--- src/rtl/palette_pkg.sv ---
// Shared types and constants for the sprite palette controller.
package palette_pkg;

  typedef logic [11:0] rgb12_t;

  localparam int unsigned PAL_DEPTH = 16;
  localparam int unsigned IDX_W     = 4;

  // Entry 0 is transparent black and entry 13 is full white; the rest come from the sprite art.
  localparam rgb12_t DEFAULT_PALETTE [PAL_DEPTH] = '{
    12'h000, 12'h68A, 12'hA52, 12'h3C4, 12'h25B, 12'hFD0, 12'hC3C, 12'h888,
    12'h444, 12'hF80, 12'h0CF, 12'h9F6, 12'h530, 12'hFFF, 12'hE9B, 12'h17D
  };

  typedef enum logic [0:0] {IDLE, COPY} ctrl_state_t;

endpackage

--- src/rtl/palette_flash.sv ---
// Beat-triggered brightness flash with per-frame decay, plus the saturating channel adder.
module palette_flash #(
  parameter int unsigned FLASH_PEAK   = 6,
  parameter int unsigned DECAY_FRAMES = 4
) (
  input  logic        clk,
  input  logic        reset_n,
  input  logic        beat,
  input  logic        vsync_start,
  input  logic [11:0] rgb_in,
  output logic [11:0] rgb_out,
  output logic [3:0]  flash_level
);

  localparam int unsigned CntW = (DECAY_FRAMES > 1) ? $clog2(DECAY_FRAMES) : 1;

  logic [CntW-1:0] frame_cnt_q;

  function automatic logic [3:0] sat_add(input logic [3:0] a, input logic [3:0] b);
    logic [4:0] s;
    s = {1'b0, a} + {1'b0, b};
    return s[4] ? 4'hF : s[3:0];
  endfunction

  always_ff @(posedge clk or negedge reset_n) begin
    if (!reset_n) begin
      flash_level <= 4'd0;
      frame_cnt_q <= '0;
    end else if (beat) begin
      flash_level <= 4'(FLASH_PEAK);
      frame_cnt_q <= '0;
    end else if (vsync_start && (flash_level != 4'd0)) begin
      if (frame_cnt_q == CntW'(DECAY_FRAMES - 1)) begin
        flash_level <= flash_level - 4'd1;
        frame_cnt_q <= '0;
      end else begin
        frame_cnt_q <= frame_cnt_q + 1'b1;
      end
    end
  end

  assign rgb_out = {sat_add(rgb_in[11:8], flash_level),
                    sat_add(rgb_in[7:4],  flash_level),
                    sat_add(rgb_in[3:0],  flash_level)};

endmodule

--- src/rtl/palette_ctrl.sv ---
// Live/shadow sprite palette with vblank-only commit and a two-stage flashed lookup path.
module palette_ctrl
  import palette_pkg::*;
#(
  parameter int unsigned FLASH_PEAK   = 6,
  parameter int unsigned DECAY_FRAMES = 4
) (
  input  logic        clk,
  input  logic        reset_n,
  input  logic        vsync_start,
  input  logic        pix_valid,
  input  logic [3:0]  pix_index,
  output logic        pix_out_valid,
  output logic [3:0]  pix_red,
  output logic [3:0]  pix_green,
  output logic [3:0]  pix_blue,
  input  logic        wr_valid,
  output logic        wr_ready,
  input  logic [3:0]  wr_addr,
  input  logic [11:0] wr_rgb,
  input  logic        commit,
  output logic        commit_pending,
  input  logic        beat,
  output logic [3:0]  flash_level
);

  ctrl_state_t      state_q;
  logic [IDX_W-1:0] copy_idx_q;
  logic             recommit_q;
  rgb12_t           shadow_q [PAL_DEPTH];
  rgb12_t           live_q   [PAL_DEPTH];
  rgb12_t           raw_q;
  logic             v1_q;
  rgb12_t           flashed;

  assign wr_ready = (state_q == IDLE);

  // A commit seen mid-copy is parked in recommit_q so the copy reruns at the next vblank.
  always_ff @(posedge clk or negedge reset_n) begin
    if (!reset_n) begin
      state_q        <= IDLE;
      copy_idx_q     <= '0;
      commit_pending <= 1'b0;
      recommit_q     <= 1'b0;
    end else begin
      unique case (state_q)
        IDLE: begin
          if (commit) commit_pending <= 1'b1;
          if (vsync_start && (commit_pending || commit)) begin
            state_q    <= COPY;
            copy_idx_q <= '0;
          end
        end
        COPY: begin
          copy_idx_q <= copy_idx_q + 1'b1;
          if (copy_idx_q == IDX_W'(PAL_DEPTH - 1)) begin
            state_q        <= IDLE;
            commit_pending <= recommit_q || commit;
            recommit_q     <= 1'b0;
          end else if (commit) begin
            recommit_q <= 1'b1;
          end
        end
        default: state_q <= IDLE;
      endcase
    end
  end

  always_ff @(posedge clk or negedge reset_n) begin
    if (!reset_n) begin
      for (int i = 0; i < PAL_DEPTH; i++) begin
        shadow_q[i] <= DEFAULT_PALETTE[i];
        live_q[i]   <= DEFAULT_PALETTE[i];
      end
    end else begin
      if (wr_valid && wr_ready) shadow_q[wr_addr] <= wr_rgb;
      if (state_q == COPY) live_q[copy_idx_q] <= shadow_q[copy_idx_q];
    end
  end

  always_ff @(posedge clk or negedge reset_n) begin
    if (!reset_n) begin
      raw_q         <= '0;
      v1_q          <= 1'b0;
      pix_out_valid <= 1'b0;
      pix_red       <= 4'd0;
      pix_green     <= 4'd0;
      pix_blue      <= 4'd0;
    end else begin
      raw_q         <= live_q[pix_index];
      v1_q          <= pix_valid;
      pix_out_valid <= v1_q;
      pix_red       <= v1_q ? flashed[11:8] : 4'd0;
      pix_green     <= v1_q ? flashed[7:4]  : 4'd0;
      pix_blue      <= v1_q ? flashed[3:0]  : 4'd0;
    end
  end

  palette_flash #(
    .FLASH_PEAK  (FLASH_PEAK),
    .DECAY_FRAMES(DECAY_FRAMES)
  ) u_flash (
    .clk        (clk),
    .reset_n    (reset_n),
    .beat       (beat),
    .vsync_start(vsync_start),
    .rgb_in     (raw_q),
    .rgb_out    (flashed),
    .flash_level(flash_level)
  );

endmodule

--- config.mk ---
export PLATFORM = sky130hd
export DESIGN_NAME = palette_ctrl
export DESIGN_NICKNAME = d
export VERILOG_FILES = /design/src/rtl/palette_pkg.sv /design/src/rtl/palette_flash.sv /design/src/rtl/palette_ctrl.sv
export SDC_FILE = /design/constraint.sdc
export NUM_CORES = 1
export LEC_CHECK = 0
export BUFFER_PORTS_ARGS = -buffer_cell sky130_fd_sc_hd__buf_2
export CORE_AREA = 8 8 216 218
export DETAILED_ROUTE_END_ITERATION = 8
export DIE_AREA = 0 0 224 226
export GPL_TIMING_DRIVEN = 1
export PLACE_DENSITY = 0.57
export SETUP_SLACK_MARGIN = 0.5
export SLEW_MARGIN = 40
export SYNTH_ARGS = -nofsm -noshare
export SYNTH_HDL_FRONTEND = slang
export SYNTH_HIERARCHICAL = 1
export SYNTH_SLANG_ARGS = --single-unit
--- constraint.sdc ---
create_clock -name clk -period 2.9 [get_ports clk]
set_input_delay 0.29 -clock clk [delete_from_list [all_inputs] [get_ports clk]]
set_output_delay 0.29 -clock clk [all_outputs]
set_load 0.01 [all_outputs]
======== Word-level counts from Yosys, hierarchy flattened ========
Index checks and enable logic that the tools add are counted.
word-level totals
  bits of input ports ..................... 27
  logic and storage cells ................. 111
  output and inout port bits .............. 19
  flip-flop bits (word level) ............. 423
cells by class
  $lt $le $gt $ge ......................... 5
  eq/ne operators ......................... 5
  bitwise operators ....................... 4
  multiplexer cells ....................... 33
  reduce and logical (&&, ||, !) cells .... 14
  add/subtract/negate cells ............... 6
operators by type and width
  cell                                                                      count
  192-bit bitwise mux                                                       2
  12-bit binary-select mux with 4-bit select                                2
  12-bit demux with 4-bit select                                            2
  12-bit two-way mux                                                        6
  4-bit two-way mux                                                         10
  4-bit by 4-bit adder with 5-bit output                                    3
  5-bit greater-or-equal comparator (second input constant)                 3
  4-bit inverter with 5-bit output                                          3
  5-bit by 1-bit < comparator with 1-bit output (second input constant)     2
  4-bit one-hot mux with 2 select lines                                     1
  2-bit two-way mux                                                         3
  2-bit by 1-bit inequality test with 1-bit output (second input constant)  3
  2-bit AND reduction                                                       3
  2-bit nonzero test                                                        3
  1-bit logical AND                                                         5
  1-bit two-way mux                                                         5
  4-bit by 1-bit adder with 4-bit output (second input constant)            1
  4-bit equality test (second input constant)                               1
  1-bit one-hot mux with 2 select lines                                     2
  4-bit nonzero test                                                        1
  4-bit by 1-bit subtractor with 4-bit output (second input constant)       1
  2-bit by 1-bit adder with 2-bit output (second input constant)            1
  2-bit equality test (second input constant)                               1
  1-bit logical OR                                                          2
  1-bit inverter                                                            1

======== Logic depth before layout (Yosys ltp) ========
Gate-level depths: netlist of run 1.
  depth in word-level cells ............... 6
  gate-level depth with buffers ........... 8
  mapped depth without buffers ............ 7

======== Cells and area by module ========
The synthesis of run 1 kept the hierarchy.
by module, submodules not included
  module         instances  cells an instance  area an instance (um^2)
  palette_ctrl   1          1123               18420.2
  palette_flash  1          93                 813.3

======== Worst setup path before layout of run 1 ========
Ideal clock, no wire load.
  path type ............................... flip-flop to flip-flop
  start ................................... reg copy_idx_q[1]
  end ..................................... reg live_q[37] in the netlist's numbering
  arrival time ............................ 2039 ps
  setup slack ............................. 736 ps
  library setup time ...................... 125 ps
  buffers on the path ..................... 3
  cell stages (with the launch flop) ...... 8
  clock period less this slack ............ 2164 ps
  cells stage by stage .................... dfrtp_1 -> clkbuf_1 -> clkbuf_1 -> inv_1 -> ha_1 -> nand4_1 -> buf_1 -> mux2_2
on the way
  word-level cells in the longest chain between the ends .. 6
  elaborated cells on any way between the ends .. 10
ends and longest elaborated chain
  item                                                                                                                      RTL line            text
  start, declared                                                                                                           palette_ctrl.sv:28  logic [IDX_W-1:0] copy_idx_q;
  start signal, assigned                                                                                                    palette_ctrl.sv:55  copy_idx_q <= copy_idx_q + 1'b1;
  4-bit inverter with 5-bit output (not written as such) *                                                                  palette_ctrl.sv:77  if (state_q == COPY) live_q[copy_idx_q] <= shadow_q[copy_idx_q];
  5-bit greater-or-equal comparator (not written as such) or 5-bit by 1-bit < comparator with 1-bit output (tied branches)  palette_ctrl.sv:77
  1-bit logical AND (not written as such)                                                                                   palette_ctrl.sv:77
  12-bit two-way mux (not written as such)                                                                                  palette_ctrl.sv:77
  12-bit demux with 4-bit select                                                                                            palette_ctrl.sv:77
  192-bit bitwise mux *                                                                                                     palette_ctrl.sv:77
  end signal, assigned by index                                                                                             palette_ctrl.sv:73  live_q[i] <= DEFAULT_PALETTE[i];
  end signal, assigned by index                                                                                             palette_ctrl.sv:77
  end, declared                                                                                                             palette_ctrl.sv:31  rgb12_t live_q [PAL_DEPTH];
Every way passes the cells marked *; elsewhere a longest branch is shown, timed or not. The select of a mux whose other input is x is not followed.
A chain may end at the register's enable or synchronous reset.

======== Final worst setup path of run 1 ========
  start ................................... reg copy_idx_q[0]
  end ..................................... reg live_q[73] in the netlist's numbering
The elaborated chain is that of the path after synthesis.

==> out/results.txt, run 1 <==
HPWL Detailed: 29.4 mm
root cell of the clock tree: clkbuf_16
post-synthesis cell count: 1216
share of synthesized registers carrying an async set or reset: 100%
Ports: 46
post-synthesis cell type count: 46
Yosys top cell area share: 31.6%
Tot GR Track Use: 18.5%
die area: 50600 µm²
CP cell instances: buf_4, mux4_2, mux2_2
initial core utilization: 44.3%
DRC: 0
syn_nets: 1265
CTS resizes: 0
Core Area: 43500 µm²
Crit. End Element: flop
global-route wire length before repair: 71.3 mm
peak supply drop: 0.387 mV
Hold Fails Final Rpt: 0
worst-path cell with the longest stage delay: dfrtp_4
drt pass-1 iters: 7
most common cell after layout, fill and taps aside: mux2_2
most frequent cells in the layout: mux2_2 (363), dfrtp_1 (241), dfstp_2 (180)
Via Count: 10.6k
CP Launch Type: flop
layout cells sized above 1: 62.8%
PortBufs: 45
dpl ws: 0.650 ns
Longest Clk Path Bufs: 3
Worst Tran Pin Value: 0.750 ns
via-per-instance ratio: 5.56
area growth from synthesis to layout: 13.0%
CP Data Required Time: 3.34 ns
post-CTS setup buffers: 0
post-route ant nets: 0
CTS tree: built
routed len/inst: 24.0 µm
unrepaired setup endpoints after global routing: false
final-layout fill cell count: 3673
count of final setup violators: 0
number of antenna diodes: 0
Slew headroom: 49.9%
largest net degree at the start of global routing: 85
final wirelength: 45.7 mm
part of the cycle the worst path needs: 74.2%
Post-Syn Area: 19200 µm²
pwr dens: 974 nW/µm²
hold slack: 0.0861 ns
initial antenna violation count: 0
outcome: finished clean
crit-path max cell delay: 0.73 ns
crit path DAT: 2.59 ns
synthesis-stage register bit count: 423
Slew Viols, Final: 0
die span in x: 224 µm
Setup WS post-layout: 0.750 ns
Lkg Pwr: 9.77 nW
total gr overflow: 0
CP Max Fanout: 22
top cell type by total area after synthesis: dfrtp_1
Clock transition at path regs: 0.06 ns
Iter 0 DRT Violations: 642
setup TNS: 0 ns
CTS buffer count: 46
final net count: 1321
Seq/Total Area, Yosys: 56.2%
Post-synth top flop: dfrtp_1
vias in the first global route: 11.3k
Synth area leaders: dfrtp_1 (32%), dfstp_2 (25%), mux2_2 (21%), mux4_2 (11%), nand2_1 (1.3%)
clk_skew: 0.0224 ns
crit path time final: 2.15 ns
Post-synth EDFFs: 0
clk_lat worst skew: 0.57 ns
H-tree depth: 2
critical path class: flop to flop
warnings from Yosys: 6
placer congestion estimate: 0.724
worst hold path type: primary input to flop
Avg Inst Size Synth: 15.8 µm²
Sink Count: 423
Rows: 77
max capacitance violation total: 0
fmax: 0.465 GHz
chip height: 226 µm
## final cells by class
cell class / instances / area (µm²) / share of cell area, %
inverters: 16 / 60.1 / 0.276
clock inverters: 13 / 146 / 0.674
repair buffers: 86 / 656 / 3.02
well taps: 592 / 741 / 3.41
flip-flops and latches: 423 / 10800 / 49.8
clock buffers: 71 / 1350 / 6.20
multi-input cells: 699 / 7970 / 36.7
## metal layers
metal | wire, µm | GRT usage, % | up-vias
li1 | - | - | 4597
met1 | 21200 | 25.8 | 5705
met2 | 21500 | 29.9 | 208
met3 | 2130 | 3.25 | 57
met4 | 845 | 4.86 | 0
met5 | 0 | 0 | -
## state kept, by name (all words and copies together) (netlist names)
register             count
state_q                  1
pix_green                4
live_q                 192
shadow_q               192
pix_out_valid            1
u_flash/frame_cnt_q      2
commit_pending           1
pix_blue                 4
copy_idx_q               4
u_flash/flash_level      4
recommit_q               1
raw_q                   12
pix_red                  4
v1_q                     1
## cell families after synthesis
| kind of cell | after synthesis | synth area share (%) |
|---|---|---|
| compound gates | 58 | 2.02 |
| fa+ha+maj | 22 | 1.55 |
| xor+xnor | 3 | 0.137 |
| simple gates | 146 | 4.23 |
| flops | 423 | 56.2 |
| buf+inv | 94 | 2.51 |
| mux | 470 | 33.4 |
## power breakdown
part	total (mW)	internal (mW)	switching (mW)	leakage, nW
Clock	5.80	3.46	2.35	0.734
Sequential	9.65	8.47	1.18	5.14
Combinational	5.71	3.18	2.53	3.90
## cells in the mapped netlist (all sizes together), types with 2 or more instances
library cell	instances
nand3b	4
and2b	2
mux2	374
a21oi	11
dfstp	180
or3	3
a22o	3
ha	19
or2	4
mux4	96
o21ai	10
dfrtp	243
a22oi	27
and2	13
nand4	4
xor2	2
and4	4
inv	16
a21o	3
nor3	5
nor2b	10
nand3	10
and4bb	2
buf	49
or3b	3
and3	3
nand2	65
clkbuf	29
fa	3
nor2	10
## worst max-delay path, delay by kind of cell, from the launching register on
kind | cells | cell delay, ns
buffers and inverters | 1 | 0.40
DFF | 1 | 0.73
muxes | 2 | 0.89
## final timing paths
| path | start | to | slack (ns) | cells after the start |
|---|---|---|---|---|
| worst max register to register | copy_idx_q[0] | live_q[73] | 0.75 | 3 |
| min in group asynchronous | reset_n | live_q[166] | 0.29 | 2 |
| worst min-delay path | vsync_start | u_flash/frame_cnt_q[1] | 0.09 | 3 |
| worst max-delay path | copy_idx_q[0] | live_q[73] | 0.75 | 3 |
| worst min register to register | live_q[3] | live_q[3] | 0.46 | 2 |
| max in group asynchronous | reset_n | shadow_q[175] | 1.69 | 3 |
## what timing repair did
| item | CTS | global route |
|---|---|---|
| endpoints found under the setup margin | 0 | 0 |
| endpoints found under the hold margin | 48 | 0 |
| hold buffers | 4 | 0 |
## per-stage QoR
stage / cell area, µm² / power, mW / utilization [%] / cells
after global routing: 21700 / 22.3 / 50.0 / 1900
after detailed placement: 20200 / 15.5 / 46.5 / 1812
after global placement: 20200 / 15.3 / 46.5 / 1812
after floorplan: 19200 / 13.6 / - / 1216
after CTS: 21700 / 21.4 / 50.0 / 1900
final: 21700 / 21.2 / 50.0 / 1900
Power figures use the tool's default switching activity.
==> run 2, diff against run 1 <==
==> constraint.sdc (replaced) <==
create_clock -name clk -period 2.1 [get_ports clk]
set_input_delay 0.21 -clock clk [delete_from_list [all_inputs] [get_ports clk]]
set_output_delay 0.21 -clock clk [all_outputs]
set_load 0.01 [all_outputs]
==> run 2 against run 1 <==
  * Wire length grew 9.9%
  * Final cell count grew 4.2%
  * Highest routed layer unchanged
  * Critical path type unchanged
  * Via count grew 4.8%
  * First-iteration DRC count grew 2.8%
  * Clock power grew 36%
  * Global-route usage grew 0.92 points
==> out/results.txt, run 2 (synthesis gave the netlist of run 1 again) <==
Sink Count: 423 (unchanged)
root cell of the clock tree: clkbuf_16
outcome: finished clean
crit path time final: 1.81 ns (-0.338 ns)
Slew Viols, Final: 0 (unchanged)
final wirelength: 50.2 mm (+9.9%)
critical path class: flop to flop
unrepaired setup endpoints after global routing: true
Worst R2R Start: copy_idx_q[0]
Iter 0 DRT Violations: 660 (+2.8%)
CP cell instances: buf_6, buf_12, buf_16, mux4_2, mux2_2
routed len/inst: 25.4 µm (+5.5%)
Seq pwr share: 42.0% (-3.6 points)
crit-path max cell delay: 0.51 ns (-0.22 ns)
die span in x: 224 µm (unchanged)
R2R setup slack: 0.29 ns (-0.46 ns)
sequential cell area: 10800 µm² (about the same)
placer congestion estimate: 0.738 (+1.9%)
count of final setup violators: 0 (unchanged)
dpl ws: 0.260 ns (-0.391 ns)
area growth from synthesis to layout: 23.3%
Rows: 77 (unchanged)
CTS tree: built
worst-path cell with the longest stage delay: dfrtp_4
most frequent cells in the layout: mux2_2 (255), dfrtp_1 (235), dfstp_2 (180)
CP Launch Type: flop
part of the cycle the worst path needs: 86.3% (+12 points)
Worst Tran Pin Value: 0.741 ns (-0.00902 ns)
Crit. End Element: flop
CP Data Required Time: 2.55 ns (-0.79 ns)
Setup WS post-layout: 0.288 ns (-0.462 ns)
post-route ant nets: 0 (unchanged)
vias in the first global route: 11.6k (+2.9%)
CTS buffer count: 47 (+2.2%)
Multi-input gate area: 8760 µm² (+10%)
final-layout fill cell count: 3450 (-6.1%)
total gr overflow: 0 (unchanged)
largest net degree at the start of global routing: 76 (-11%)
biggest regs: live_q x192, shadow_q x192, raw_q x12
Inst Count DP: 1829 (+0.94%)
HPWL Detailed: 28.5 mm (-3.1%)
Ports: 46 (unchanged)
combinational fraction of design power: 32.7% (+5.7 points)
setup TNS: 0 ns (unchanged)
DRC: 0 (unchanged)
worst hold path type: primary input to async pin
FF-to-FF End: live_q[37]
pwr dens: 1320 nW/µm² (+36%)
initial core utilization: 44.3% (unchanged)
Longest Clk Path Bufs: 3 (unchanged)
Core Area: 43500 µm² (unchanged)
sw frac: 28.9% (+0.26 points)
peak supply drop: 0.611 mV (+58%)
final net count: 1400 (+6.0%)
max capacitance violation total: 0 (unchanged)
Lkg Pwr: 10.6 nW (+8.5%)
fmax: 0.552 GHz (+19%)
Hold Fails Final Rpt: 0 (unchanged)
PortBufs: 45 (unchanged)
Via Count: 11.1k (+4.8%)
number of antenna diodes: 0 (unchanged)
net switching power: 9.05 mW (+49%)
clock share of power: 25.3% (-2.1 points)
Register-to-Register Path Depth: 5 (+2)
layout cells sized above 1: 68.6% (+5.8 points)
die area: 50600 µm² (unchanged)
clk_skew: 0.0184 ns (-0.00395 ns)
crit path DAT: 2.26 ns (-0.33 ns)
global-route wire length before repair: 74.2 mm (+4.1%)
via-per-instance ratio: 5.59 (+0.57%)
drt pass-1 iters: 4 (-3)
Post-Layout Cell Count: 1979 (+4.2%)
Tot GR Track Use: 19.5% (+0.92 points)
CP Max Fanout: 7 (-68%)
Clock transition at path regs: 0.06 ns (about the same)
chip height: 226 µm (unchanged)
clk_lat worst skew: 0.57 ns (about the same)
Pint: 22.3 mW (+47%)
initial antenna violation count: 0 (unchanged)
most common cell after layout, fill and taps aside: mux2_2
H-tree depth: 2 (unchanged)
Slew headroom: 50.4% (+0.50 points)
run 2: cell types whose count changed in the layout (fill, tap and decap cells not counted), moves of 7 or more:
cell / previous run / this run
mux2_2: 363 / 255
nand2_1: 63 / 55
clkbuf_16: 47 / 54
ha_1: 19 / 9
buf_16: 0 / 7
ha_4: 0 / 10
o21ai_0: 10 / 3
mux2_4: 11 / 119
buf_4: 30 / 41
buf_6: 0 / 24
buf_12: 8 / 27
inv_1: 16 / 9
run 2: cell type report:
class / instances / area share, %
sequential: 423 / 45.6
multi-input combinational: 703 / 36.9
timing repair buffer: 160 / 7.73
clock buffer: 76 / 5.88
tap: 592 / 3.12
inverter: 16 / 0.348
clock inverter: 9 / 0.327
run 2: worst max-delay path by stage:
stage                     depth (start not counted)          end          start
after floorplan                                   8  live_q[181]  copy_idx_q[1]
after global placement                            4     raw_q[0]   pix_index[2]
after detailed placement                          3  live_q[101]  copy_idx_q[0]
final                                             5   live_q[37]  copy_idx_q[0]
after CTS                                         4   live_q[74]  copy_idx_q[0]
after global routing                              8  live_q[156]  copy_idx_q[0]
run 2: power by group through the flow:
stage,sequential (mW),combinational [mW],clock [mW]
global placement,13.1,8.43,0
global route,13.5,10.9,8.49
CTS,13.1,9.61,8.15
finish,13.2,10.2,7.91
floorplan,12.7,6.68,0
detailed placement,13.2,8.62,0
run 2: critical path, delay by kind of cell (launching register included):
kind / cells / cell delay (ns)
buffers and inverters: 3 / 0.41
flip-flops: 1 / 0.51
multiplexers: 2 / 0.77
run 2: stage by stage:
stage          instance area, µm²  power [mW]  hold slack, ns  util, %
4_1_cts                     23000        30.8           0.162     52.8
3_3_place_gp                20700        21.6           0.169     47.6
2_1_floorplan               19600        19.4         -0.0856        -
5_1_grt                     23700        32.9           0.191     54.6
3_5_place_dp                20700        21.8           0.170     47.6
6_report                    23700        31.3           0.173     54.6
run 2: per-layer routing:
layer / up-vias / track usage [%] / share of wire (%)
met5: - / 0 / 0
li1: 4778 / - / -
met4: 0 / 6.07 / 2.6
met2: 214 / 31.7 / 48
met1: 6004 / 26.7 / 46
met3: 73 / 2.92 / 3.6
run 2: what timing repair did:
| action | in CTS | in global routing |
|---|---|---|
| buffers inserted | 28 | 13 |
| hold buffers | 5 | 0 |
| resized for setup | 87 | 118 |
| cloned | 10 | 9 |
| hold endpoints to repair | 112 | 0 |
| setup endpoints to repair | 296 | 353 |
| pin swaps | 31 | 17 |
==> run 3, diff against run 2 <==
--- a/config.mk
+++ b/config.mk
@@ -5,10 +5,11 @@
 export SDC_FILE = /design/constraint.sdc
 export NUM_CORES = 1
 export LEC_CHECK = 0
+export ABC_AREA = 1
 export BUFFER_PORTS_ARGS = -buffer_cell sky130_fd_sc_hd__buf_2
-export CORE_AREA = 8 8 216 218
+export CORE_AREA = 8 8 227 229
 export DETAILED_ROUTE_END_ITERATION = 8
-export DIE_AREA = 0 0 224 226
+export DIE_AREA = 0 0 235 237
 export GPL_TIMING_DRIVEN = 1
 export PLACE_DENSITY = 0.57
 export SETUP_SLACK_MARGIN = 0.5
==> run 3 against run 2 <==
  * Utilization is 1.9 points lower
  * Critical path depth grew 5
  * Die area increased by 10%
  * Via count up 66%
==> out/results.txt, run 3 <==
count leader, synth: nand2_1
final-layout fill cell count: 4643 (+35%)
drt pass-1 iters: 6 (+2)
post-route ant nets: 0 (unchanged)
syn_nets: 2818 (+120%)
CP Data Required Time: 2.57 ns (+0.02 ns)
root cell of the clock tree: clkbuf_16
final net count: 2874 (+110%)
layout cells sized above 1: 20.2% (-48 points)
critical path class: flop to flop
post-synthesis adder-cell area fraction: 1.40% (-0.14 points)
Synth Area in XOR/XNOR: 0.0413% (-0.095 points)
worst-path cell with the longest stage delay: dfrtp_4
initial core utilization: 44.1% (-0.19 points)
Synth area leaders: dfrtp_1 (29%), dfstp_2 (22%), nand2_1 (18%), o21ai_0 (8.0%), inv_1 (5.7%)
Worst R2R Start: copy_idx_q[0]
DRC: 0 (unchanged)
global-route wire length before repair: 102 mm (+37%)
number of antenna diodes: 0 (unchanged)
Post-Synth Simple-Gate Area: 23.8% (+20 points)
vias in the first global route: 18.0k (+55%)
biggest regs: live_q x192, shadow_q x192, raw_q x12
Sink Count: 423 (unchanged)
fmax: 0.559 GHz (+1.3%)
Clock transition at path regs: 0.06 ns (about the same)
clk_skew: 0.0219 ns (+0.00347 ns)
Iter 0 DRT Violations: 1566 (+140%)
WP buf/inv: 2 (-1)
PortBufs: 45 (unchanged)
mux cell area share after synthesis: 0% (-33 points)
max capacitance violation total: 0 (unchanged)
routed len/inst: 18.8 µm (-26%)
most frequent cells in the layout: nand2_1 (1003), inv_1 (305), o21ai_0 (270)
post-synthesis cell count: 2769 (+130%)
Tot GR Track Use: 22.7% (+3.2 points)
die span in x: 235 µm (+4.9%)
chip height: 237 µm (+4.9%)
CP Launch Type: flop
Synth Area in Compound Gates: 13.7% (+12 points)
Worst Tran Pin Value: 0.672 ns (-0.0686 ns)
pwr dens: 1370 nW/µm² (+3.6%)
placed cell area: 22700 µm² (+9.6%)
Post-Syn Area: 21200 µm² (+10%)
Via Count: 18.4k (+66%)
CP dominant cell by count: nand2_1
crit path DAT: 2.26 ns (about the same)
Register-to-Register Path Depth: 10 (+5)
outcome: finished clean
CTS tree: built
die area: 55700 µm² (+10%)
CP Max Fanout: 26 (+19)
Ports: 46 (unchanged)
most common cell after layout, fill and taps aside: nand2_1
cell area after layout: 25400 µm² (+7.0%)
Slew Viols, Final: 0 (unchanged)
H-tree depth: 2 (unchanged)
Avg Inst Size Synth: 7.66 µm² (-52%)
R2R setup slack: 0.31 ns (+0.02 ns)
initial antenna violation count: 0 (unchanged)
final wirelength: 65.5 mm (+30%)
count of final setup violators: 0 (unchanged)
part of the cycle the worst path needs: 85.2% (-1.1 points)
Crit. End Element: flop
area growth from synthesis to layout: 19.6%
placer congestion estimate: 0.831 (+13%)
Slew headroom: 55.1% (+4.7 points)
CP cell instances: clkinv_8, buf_12, nand2_1, nand2_1, nand2_1, nand2_1, nand2_2, nand2_4, o21ai_0, nand2_1
Post-synth EDFFs: 0 (unchanged)
worst hold path type: primary input to async pin
share of synthesized registers carrying an async set or reset: 100% (unchanged)
Longest Clk Path Bufs: 3 (unchanged)
Yosys top cell area share: 28.7% (-3.0 points)
FF-to-FF End: live_q[70]
Seq/Total Area, Yosys: 50.9% (-5.3 points)
crit path time final: 1.79 ns (-0.0228 ns)
Rows: 81 (+5.2%)
largest net degree at the start of global routing: 79 (+3.9%)
Core Area: 48100 µm² (+11%)
CTS buffer count: 48 (+2.1%)
crit-path max cell delay: 0.54 ns (+0.03 ns)
top cell type by total area after synthesis: dfrtp_1
total gr overflow: 0 (unchanged)
via-per-instance ratio: 5.27 (-5.8%)
Lkg Pwr: 12.2 nW (+15%)
peak supply drop: 0.695 mV (+14%)
clk_lat worst skew: 0.59 ns (+0.02 ns)
post-synthesis cell type count: 30 (-35%)
synthesis-stage register bit count: 423 (unchanged)
warnings from Yosys: 6 (unchanged)
Post-synth top cells: nand2_1 (1028), o21ai_0 (339), inv_1 (320)
delay-heaviest family, CP: simple AND/OR/NAND/NOR gates
Post-synth top flop: dfrtp_1
setup TNS: 0 ns (unchanged)
HPWL Detailed: 40.2 mm (+41%)
unrepaired setup endpoints after global routing: true
Hold Fails Final Rpt: 0 (unchanged)
largest family of logic cells by synthesized area: simple AND/OR/NAND/NOR gates
[run 3: cell types whose count changed after synthesis, sizes merged, moves of 43 or more]
cell	delta
mux4	-96
clkbuf	+55
buf	+43
inv	+318
mux2	-374
nand3	+161
o21ai	+430
nand2	+980
a21oi	+50
o211ai	+48
[run 3: stage by stage]
stage / power (mW) / instances / worst slack (ns) / hold slack [ns] / util, %
2_1_floorplan: 20.1 / 2769 / 0.462 / -0.0856 / -
3_3_place_gp: 24.1 / 3359 / 0.169 / 0.127 / 47.1
3_5_place_dp: 24.3 / 3359 / 0.154 / 0.118 / 47.1
4_1_cts: 33.7 / 3469 / 0.293 / 0.0939 / 51.5
5_1_grt: 36.9 / 3485 / 0.211 / 0.112 / 52.7
6_report: 34.7 / 3485 / 0.311 / 0.0946 / 52.7
[run 3: cell type report]
type | instances | area (µm²) | share of cell area [%]
flip-flops and latches | 423 | 10800 | 42.6
well taps | 622 | 778 | 3.07
repair buffers | 177 | 1950 | 7.68
clock buffers | 75 | 1450 | 5.73
inverters | 334 | 1320 | 5.19
clock inverters | 13 | 190 | 0.750
multi-input cells | 1841 | 8860 | 34.9
[run 3: how the worst max path moves through the flow]
stage,start,to,slack [ns],depth (start not counted)
3_3_place_gp,copy_idx_q[0],live_q[43],0.17,9
4_1_cts,copy_idx_q[0],live_q[58],0.29,10
5_1_grt,copy_idx_q[0],live_q[20],0.21,10
6_report,copy_idx_q[0],live_q[70],0.31,10
3_5_place_dp,copy_idx_q[2],live_q[58],0.15,7
2_1_floorplan,copy_idx_q[0],live_q[14],0.46,11
[run 3: what timing repair did]
item / in CTS / in global routing
gates resized for setup: 76 / 165
hold buffers: 5 / 0
setup buffers: 15 / 7
pin swaps: 8 / 18
endpoints found under the hold margin: 185 / 0
setup endpoints to repair: 397 / 300
cloned: 2 / 9
[run 3: layer usage]
layer | wire [µm] | global-route usage (%) | vias to the layer above
li1 | - | - | 8841
met1 | 28500 | 29.6 | 8878
met2 | 31400 | 38.5 | 540
met3 | 3680 | 3.43 | 97
met4 | 1800 | 7.18 | 0
met5 | 0 | 0 | -
[run 3: cells by family after synthesis]
logic type | Yosys count
simple gates | 1260
flops | 423
xor+xnor | 1
compound gates | 553
buf+inv | 510
fa+ha+maj | 22
[run 3: where the power goes]
part	internal [mW]	switching (mW)
clock	5.35	3.43
sequential	11.2	1.31
combinational	4.97	8.48
